[config.mk]
export PLATFORM = sky130hd
export DESIGN_NAME = sdram_req_arb
export DESIGN_NICKNAME = d
export VERILOG_FILES = /design/src/rtl/sdram_req_arb.sv
export SDC_FILE = /design/constraint.sdc
export NUM_CORES = 1
export LEC_CHECK = 0
export BUFFER_PORTS_ARGS = -buffer_cell sky130_fd_sc_hd__buf_4
export CAP_MARGIN = 20
export CELL_PAD_IN_SITES_DETAIL_PLACEMENT = 0
export CELL_PAD_IN_SITES_GLOBAL_PLACEMENT = 1
export CORE_MARGIN = 4
export CORE_UTILIZATION = 35
export DETAILED_ROUTE_END_ITERATION = 7
export PLACE_DENSITY = 0.86
export SLEW_MARGIN = 30
export SYNTH_ARGS = -nofsm -noshare
export SYNTH_HDL_FRONTEND = slang
export SYNTH_SLANG_ARGS = --single-unit
[constraint.sdc]
create_clock -name clk -period 3.9 [get_ports clk]
set_input_delay 0.195 -clock clk [delete_from_list [all_inputs] [get_ports clk]]
set_output_delay 0.195 -clock clk [all_outputs]
set_load 0.01 [all_outputs]
[src/rtl/sdram_req_arb.sv]
// sdram_req_arb: round-robin arbiter merging NUM_CH_P valid/ready request streams onto one
// register-sliced SDRAM cmd/addr/data bus. Define SDRAM_ARB_CH0_PRIO_EN for channel-0 priority.
module sdram_req_arb #(
  parameter int DATA_SZ_P   = 32,
  parameter int ADDR_SZ_P   = 10,
  parameter int NUM_CH_P    = 4,
  parameter int BURST_LEN_P = 4,
  localparam int CH_W = (NUM_CH_P > 1) ? $clog2(NUM_CH_P) : 1
) (
  input  logic                          clk,
  input  logic                          reset,
  input  logic [NUM_CH_P-1:0]           ch_valid,
  output logic [NUM_CH_P-1:0]           ch_ready,
  input  logic [NUM_CH_P-1:0]           ch_cmd,
  input  logic [NUM_CH_P*ADDR_SZ_P-1:0] ch_addr,
  input  logic [NUM_CH_P*DATA_SZ_P-1:0] ch_data,
  output logic                          out_valid,
  input  logic                          out_ready,
  output logic                          out_cmd,
  output logic [ADDR_SZ_P-1:0]          out_addr,
  output logic [DATA_SZ_P-1:0]          out_data,
  output logic [CH_W-1:0]               out_ch
);

  localparam int CNT_W = $clog2(BURST_LEN_P + 1);
  localparam int IDX_W = CH_W + 1;
  localparam logic [CNT_W-1:0] LAST_BEAT = CNT_W'(BURST_LEN_P - 1);
  localparam logic [CH_W-1:0]  LAST_CH   = CH_W'(NUM_CH_P - 1);
  localparam logic [IDX_W-1:0] NUM_CH_W  = IDX_W'(NUM_CH_P);

  typedef enum logic {IDLE, BURST} state_t;

  state_t               state_reg;
  logic [CH_W-1:0]      grant_reg;
  logic [CH_W-1:0]      rr_ptr_reg;
  logic                 burst_cmd_reg;
  logic [CNT_W-1:0]     beat_cnt_reg;

  logic [ADDR_SZ_P-1:0] addr_arr [NUM_CH_P];
  logic [DATA_SZ_P-1:0] data_arr [NUM_CH_P];

  logic                 can_load;
  logic                 grant_valid;
  logic                 cmd_match;
  logic                 accept;
  logic                 burst_done;
  logic [CH_W-1:0]      next_rr;
  logic                 sel_found;
  logic [CH_W-1:0]      sel_ch;
  logic [IDX_W-1:0]     idx;

  assign can_load    = !out_valid || out_ready;
  assign grant_valid = ch_valid[grant_reg];
  assign cmd_match   = (ch_cmd[grant_reg] == burst_cmd_reg);
  assign accept      = (state_reg == BURST) && grant_valid && cmd_match && can_load;
  // A stalled beat neither counts nor ends the burst; a drop of valid or a command change does.
  assign burst_done  = (state_reg == BURST) &&
                       (!grant_valid || !cmd_match || (accept && beat_cnt_reg == LAST_BEAT));
  assign next_rr     = (grant_reg == LAST_CH) ? '0 : grant_reg + 1'b1;

  genvar gi;
  generate
    for (gi = 0; gi < NUM_CH_P; gi++) begin : g_ch
      assign addr_arr[gi] = ch_addr[gi*ADDR_SZ_P +: ADDR_SZ_P];
      assign data_arr[gi] = ch_data[gi*DATA_SZ_P +: DATA_SZ_P];
      assign ch_ready[gi] = accept && (grant_reg == CH_W'(gi));
    end
  endgenerate

  // First requesting channel at or after rr_ptr, wrapping without a power-of-two assumption.
  always_comb begin
    sel_found = 1'b0;
    sel_ch    = '0;
    idx       = '0;
    for (int k = 0; k < NUM_CH_P; k++) begin
      idx = {1'b0, rr_ptr_reg} + IDX_W'(k);
      if (idx >= NUM_CH_W) idx = idx - NUM_CH_W;
      if (!sel_found && ch_valid[idx[CH_W-1:0]]) begin
        sel_found = 1'b1;
        sel_ch    = idx[CH_W-1:0];
      end
    end
`ifdef SDRAM_ARB_CH0_PRIO_EN
    if (ch_valid[0]) begin
      sel_found = 1'b1;
      sel_ch    = '0;
    end
`endif
  end

  always_ff @(posedge clk or posedge reset) begin
    if (reset) begin
      state_reg     <= IDLE;
      grant_reg     <= '0;
      rr_ptr_reg    <= '0;
      burst_cmd_reg <= 1'b0;
      beat_cnt_reg  <= '0;
      out_valid     <= 1'b0;
      out_cmd       <= 1'b0;
      out_addr      <= '0;
      out_data      <= '0;
      out_ch        <= '0;
    end else begin
      case (state_reg)
        IDLE: begin
          if (sel_found) begin
            state_reg     <= BURST;
            grant_reg     <= sel_ch;
            burst_cmd_reg <= ch_cmd[sel_ch];
            beat_cnt_reg  <= '0;
          end
        end
        BURST: begin
          if (accept) beat_cnt_reg <= beat_cnt_reg + 1'b1;
          if (burst_done) begin
            state_reg <= IDLE;
`ifdef SDRAM_ARB_CH0_PRIO_EN
            if (grant_reg != '0) rr_ptr_reg <= next_rr;
`else
            rr_ptr_reg <= next_rr;
`endif
          end
        end
        default: state_reg <= IDLE;
      endcase

      if (accept) begin
        out_valid <= 1'b1;
        out_cmd   <= burst_cmd_reg;
        out_addr  <= addr_arr[grant_reg];
        out_data  <= data_arr[grant_reg];
        out_ch    <= grant_reg;
      end else if (out_ready) begin
        out_valid <= 1'b0;
      end
    end
  end

endmodule

* Yosys cells after proc, flatten, opt, wreduce, memory -nomap -nowiden
Index checks and enable logic that the tools add are counted.
W data, S select, Z words.
** Storage, ports and cells
- Flip-flop bits (word level) :: 55
- Input port bits :: 179
- Output and inout port bits :: 50
- Word-level logic and storage cells :: 106
** Cells by class
- $add $sub $neg :: 9
- Magnitude comparators :: 11
- Eq/ne operators :: 7
- Multiplexer cells :: 41
- Bitwise operators :: 2
- Reduce and logical (&&, ||, !) cells :: 26
** Operator list (number)
- $bmux W32 S2 :: 1
- $mux W32 :: 2
- $bmux W10 S2 :: 1
- $mux W10 :: 2
- $lt A2 B3 Y1 const B :: 6
- $mux W2 :: 9
- $mux W1 :: 15
- $bmux W1 S2 :: 7
- $ge A3 B3 Y1 const B :: 4
- $logic_and A1 B1 Y1 :: 12
- $sub A2 B1 Y2 const B :: 4
- $add A2 B2 Y3 const B :: 2
- $logic_not A1 Y1 :: 6
- $mux W3 :: 2
- $pmux W3 S2 :: 1
- $reduce_and A2 Y1 :: 3
- $eq A2 B2 Y1 const B :: 2
- $add A2 B1 Y3 const B :: 1
- $add A3 B1 Y3 const B :: 1
- $eq A3 B2 Y1 const B :: 1
- $ge A2 B3 Y1 const B :: 1
- $logic_or A1 B1 Y1 :: 3
- $not A2 Y3 :: 1
- $add A2 B1 Y2 const B :: 1
- 8 further kinds :: 8

* Depth between registers and ports, before layout
- Depth after elaboration :: 16
- Mapped depth :: 8
- Mapped depth without buffers :: 6

* Least setup slack after synthesis
Ideal clock, no wire load.
- Path kind :: flip-flop to flip-flop
- From :: reg grant_reg[0]
- To :: reg out_addr[0]
- Setup time :: 0.125 ns
- Arrival time :: 1.915 ns
- Data required time :: 3.775 ns
- Path slack :: 1.860 ns
- Cell stages (with the launch flop) :: 5
- Buffers on the path :: 2
- Period minus slack after synthesis :: 2.040 ns
- Path through :: dfrtp_1 > buf_6 > buf_1 > mux4_2 > mux2_4
** Between the ends
- Cells in the longest elaborated chain, start to end :: 5
- Elaborated cells on any way between the ends :: 12
- Those cells by class :: eq/ne: 1; mux: 7; bitwise: 1; reduce/logical: 3
** Ends and longest elaborated chain
- start, declared :: line 34 : logic [CH_W-1:0] grant_reg;
- start signal, assigned :: line 108 : grant_reg <= sel_ch;
- $bmux W1 S2, on equally long branches :: line 54, 53
- $mux W1, on equally long branches :: line 54, 53
- $eq A1 B1 Y1 / $logic_and A1 B1 Y1 (equally long branches) :: line 54, 55
- $logic_and A1 B1 Y1 (2 in series) :: line 55 : assign accept = (state_reg == BURST) && grant_valid && cmd_match && can_load;
- end signal, assigned :: line 130 : out_addr <= addr_arr[grant_reg];
- end, declared :: line 20 : output logic [ADDR_SZ_P-1:0] out_addr,
Several ways; a longest one is shown, not always the timed one. The select of a mux whose other input is x is not followed.
A chain may end at the register's enable or synchronous reset.

* Worst setup path after layout
- From :: reg grant_reg[1]
- To :: out ch_ready[3]
** Between the ends
- Cells in the longest elaborated chain, start to end :: 6
- Elaborated cells on any way between the ends :: 10
- Those cells by class :: eq/ne: 2; mux: 4; reduce/logical: 4
** Ends and longest elaborated chain
- $bmux W1 S2, on equally long branches :: line 54, 53
- $mux W1, on equally long branches :: line 54, 53
- $eq A1 B1 Y1 / $logic_and A1 B1 Y1 (equally long branches) :: line 54, 55
- $logic_and A1 B1 Y1 (2 in series) :: line 55
- $logic_and A1 B1 Y1 * :: line 66 : assign ch_ready[gi] = accept && (grant_reg == CH_W'(gi));
- end, declared :: line 13 : output logic [NUM_CH_P-1:0] ch_ready,
Mark *: on every way between the ends. The rest lies on a longest branch, timed or not. The select of a mux whose other input is x is not followed.

==> flow_summary.json <==
{
  "outcome": "finished clean",
  "insertedDiodeCount": 0,
  "cts-buffers-inserted": 5,
  "ant_nets": 0,
  "timing.clock.skew_ns": 0.00257,
  "final-hold-violation-count": 0,
  "critical_path_top_delay_cell": "sky130_fd_sc_hd__and4_4",
  "cp_slowest_stage_delay_ns": 0.88,
  "cts_sinks": 55,
  "syn-cell-area_mm2": 0.00360,
  "vias_after_detailed_routing": 2896,
  "totalWireLength_um": 10700,
  "rsz0062_at_grt": "no",
  "layout_worst_path_cycle_share_pct": 82.1,
  "postLayoutSetupSlackWorst_ns": 0.697,
  "p_total_mw": 3.72,
  "ff2ff_path_depth": 4,
  "worst-setup-path-type": "reg2out",
  "critPathCaptureType": "output port",
  "row_count": 36,
  "ratio_of_cells_with_drive_above_1_in_the_final_layout_pct": 73.6,
  "globalRoute.totalOverflow": 0,
  "tritoncts": "done",
  "final-max-slew-violation-count": 0,
  "floorplan.initialDensity_pct": 36.3,
  "final_core_utilization_pct": 55.0,
  "postSynthNetCount": 405,
  "buffers_on_ports": 228,
  "preCtsSetupSlack_ns": 0.987,
  "critical_path_required_time_ns": 3.70,
  "tightestPinTransition_ns": 0.933,
  "worst_r2r_startpoint": "grant_reg[1]",
  "synthesis.area_per_instance_um2": 16.4,
  "timing.fmax_ghz": 0.312,
  "die_y_um": 109,
  "global_route.usage.total_pct": 17.2,
  "static-leakage-power_nw": 2.60,
  "final_nets": 628,
  "largest_register_ffs": 32,
  "grt_start_max_net_pins": 55,
  "max_cap_viol_count": 0,
  "cell_total_after_placement": 568,
  "cell_pwr_density_mw_per_mm2": 683,
  "setup.worst_path.start_class": "register",
  "gp_congestion": 0.797,
  "grt_first_pass_wirelength_um": 15900,
  "post_dp_cell_area_mm2": 0.00535,
  "die_width_um": 109,
  "dp_hpwl_um": 8610,
  "vdd.ir_drop.worst_v": 0.000352,
  "post-synth-top-area-fraction_pct": 38.2,
  "finalNonFillerCells": 577,
  "drt_iter0_drc": 73,
  "insertion_delay_ns": 0.30,
  "crit_chain": "buf_4 > mux4_2 > and4_4 > and2_1 > buf_4",
  "hp-start": "out_ready",
  "layout-area-overhead-vs-synth_pct": 51.3,
  "critical-path-top-cell-by-count": "sky130_fd_sc_hd__buf_4",
  "grt_pass1_vias": 3140,
  "yosys_warnings": 0,
  "post_synth_inst_count": 220,
  "detail_route.wl_per_cell_um": 18.6,
  "fp.dieArea_mm2": 0.0120,
  "cts-root-buf": "sky130_fd_sc_hd__clkbuf_8",
  "final.hold.worst_slack_ns": 0.206,
  "initial_antenna_violation_count": 0,
  "yosysSeqAreaShare_pct": 38.2,
  "htree_levels": 2,
  "hold_path.class": "in2reg",
  "io-pin-count": 229,
  "report.final.setup_viol": 0,
  "largest_area_contributor_in_the_synthesized_netlist": "sky130_fd_sc_hd__dfrtp_1",
  "drt_pass1_iterations": 4,
  "clkTransAtPathRegs_ns": 0.10,
  "holdPathStages": 3,
  "finish.instance_area_mm2": 0.00545,
  "relSlewSlack_pct": 37.8,
  "remaining_drc_errors": 0,
  "vias_per_cell": 5.02,
  "timing.critical_path.fanout_max": 54,
  "final.setup.tns_ns": 0,
  "synth.distinct_cells": 32,
  "netlist_top_cells_area": "sky130_fd_sc_hd__dfrtp_1 38%, sky130_fd_sc_hd__mux4_2 26%, sky130_fd_sc_hd__mux2_4 17%",
  "clock_path_buffers": 2,
  "worst_setup_startpoint": "grant_reg[1]",
  "period_minus_slack_ns": 3.20,
  "ys_ff_latch": 55,
  "placeable_core_area_mm2": 0.00991,
  "arrival_time_at_the_worst_endpoint_ns": 3.01
}
-- report_power, final --
group / internal [mW] / switching [mW]
logic: 1.42 / 0.879
registers: 0.867 / 0.227
clock network: 0.130 / 0.193
-- path summary, 6_finish.rpt --
path                                      to  slack (ns)
worst max register to register   out_data[9]        1.04
worst min-delay path               out_valid        0.21
max in group asynchronous       out_data[30]        2.57
worst max-delay path             ch_ready[3]        0.70
min in group asynchronous        out_data[3]        0.52
worst min register to register  out_data[11]        0.50
-- cell type report --
| type | instances | area, um^2 |
|---|---|---|
| fillers | 869 | 4460 |
| multi-input cells | 141 | 2040 |
| repair buffers | 232 | 1740 |
| flip-flops and latches | 55 | 1380 |
| well taps | 133 | 166 |
| clock buffers | 6 | 72.6 |
| inverters | 8 | 30.0 |
| clock inverters | 2 | 17.5 |
-- worst max-delay path, delay by kind of cell, from the launching register on --
kind	cells	cell delay, ns
buf+inv	2	0.55
mux	1	0.31
flops	1	0.69
simple gates	2	1.11
-- synth_stat cells --
cell type and count:
sky130_fd_sc_hd__buf_2 2, sky130_fd_sc_hd__ha_1 6, sky130_fd_sc_hd__nand3_1 3, sky130_fd_sc_hd__a21oi_1 3, sky130_fd_sc_hd__o21a_1 1, sky130_fd_sc_hd__buf_12 5, sky130_fd_sc_hd__nand3b_1 1, sky130_fd_sc_hd__o22ai_1 1
sky130_fd_sc_hd__mux2_1 6, sky130_fd_sc_hd__nor3b_1 1, sky130_fd_sc_hd__mux4_1 2, sky130_fd_sc_hd__a211o_1 1, sky130_fd_sc_hd__nor2_1 2, sky130_fd_sc_hd__xnor2_2 1, sky130_fd_sc_hd__dfrtp_1 55, sky130_fd_sc_hd__o21ai_1 5
sky130_fd_sc_hd__o211ai_1 1, sky130_fd_sc_hd__and2_1 4, sky130_fd_sc_hd__buf_1 4, sky130_fd_sc_hd__o41ai_2 1, sky130_fd_sc_hd__mux2_4 41, sky130_fd_sc_hd__mux2i_1 3, sky130_fd_sc_hd__mux4_2 42, sky130_fd_sc_hd__a2bb2oi_1 1
sky130_fd_sc_hd__and4_4 1, sky130_fd_sc_hd__nand2_1 10, sky130_fd_sc_hd__buf_6 2, sky130_fd_sc_hd__inv_1 8, sky130_fd_sc_hd__o311ai_1 1, sky130_fd_sc_hd__nand2b_1 2, sky130_fd_sc_hd__clkbuf_1 3, sky130_fd_sc_hd__o21ai_0 1
-- layer usage --
metal  routed length (um)  global-route usage, %  vias up
li1                     -                      -     1308
met1                 3950                   20.7     1434
met2                 5670                   31.4      139
met3                  947                   4.23       15
met4                  136                   3.29        0
met5                    0                      0        -
-- cell families after synthesis --
| kind of cell | Yosys count | share of synthesized area, % |
|---|---|---|
| xor+xnor | 1 | 0.452 |
| mux | 94 | 47.5 |
| simple gates | 24 | 3.44 |
| compound gates | 16 | 3.02 |
| buf+inv | 24 | 5.25 |
| flops | 55 | 38.2 |
| fa+ha+maj | 6 | 2.08 |
-- layout by cell type (no fill, tap or decap), types with 2 or more instances in the layout --
| cell type | n |
|---|---|
| sky130_fd_sc_hd__a21oi_1 | 3 |
| sky130_fd_sc_hd__clkinv_4 | 2 |
| sky130_fd_sc_hd__buf_4 | 231 |
| sky130_fd_sc_hd__mux2_1 | 6 |
| sky130_fd_sc_hd__o21ai_1 | 5 |
| sky130_fd_sc_hd__mux2i_1 | 3 |
| sky130_fd_sc_hd__nand3_1 | 3 |
| sky130_fd_sc_hd__inv_1 | 7 |
| sky130_fd_sc_hd__dfrtp_1 | 53 |
| sky130_fd_sc_hd__ha_1 | 6 |
| sky130_fd_sc_hd__clkbuf_8 | 5 |
| sky130_fd_sc_hd__nor2_1 | 2 |
| sky130_fd_sc_hd__and2_1 | 4 |
| sky130_fd_sc_hd__mux4_2 | 42 |
| sky130_fd_sc_hd__nand2b_1 | 2 |
| sky130_fd_sc_hd__nand2_1 | 10 |
| sky130_fd_sc_hd__mux2_4 | 41 |
| sky130_fd_sc_hd__mux4_1 | 2 |
-- timing repair --
item / CTS / global route
endpoints found under the hold margin: 27 / 0
hold buffers: 1 / 0
resized for setup: 0 / 0
buffers inserted: 0 / 0
(Power assumes the default switching activity.)
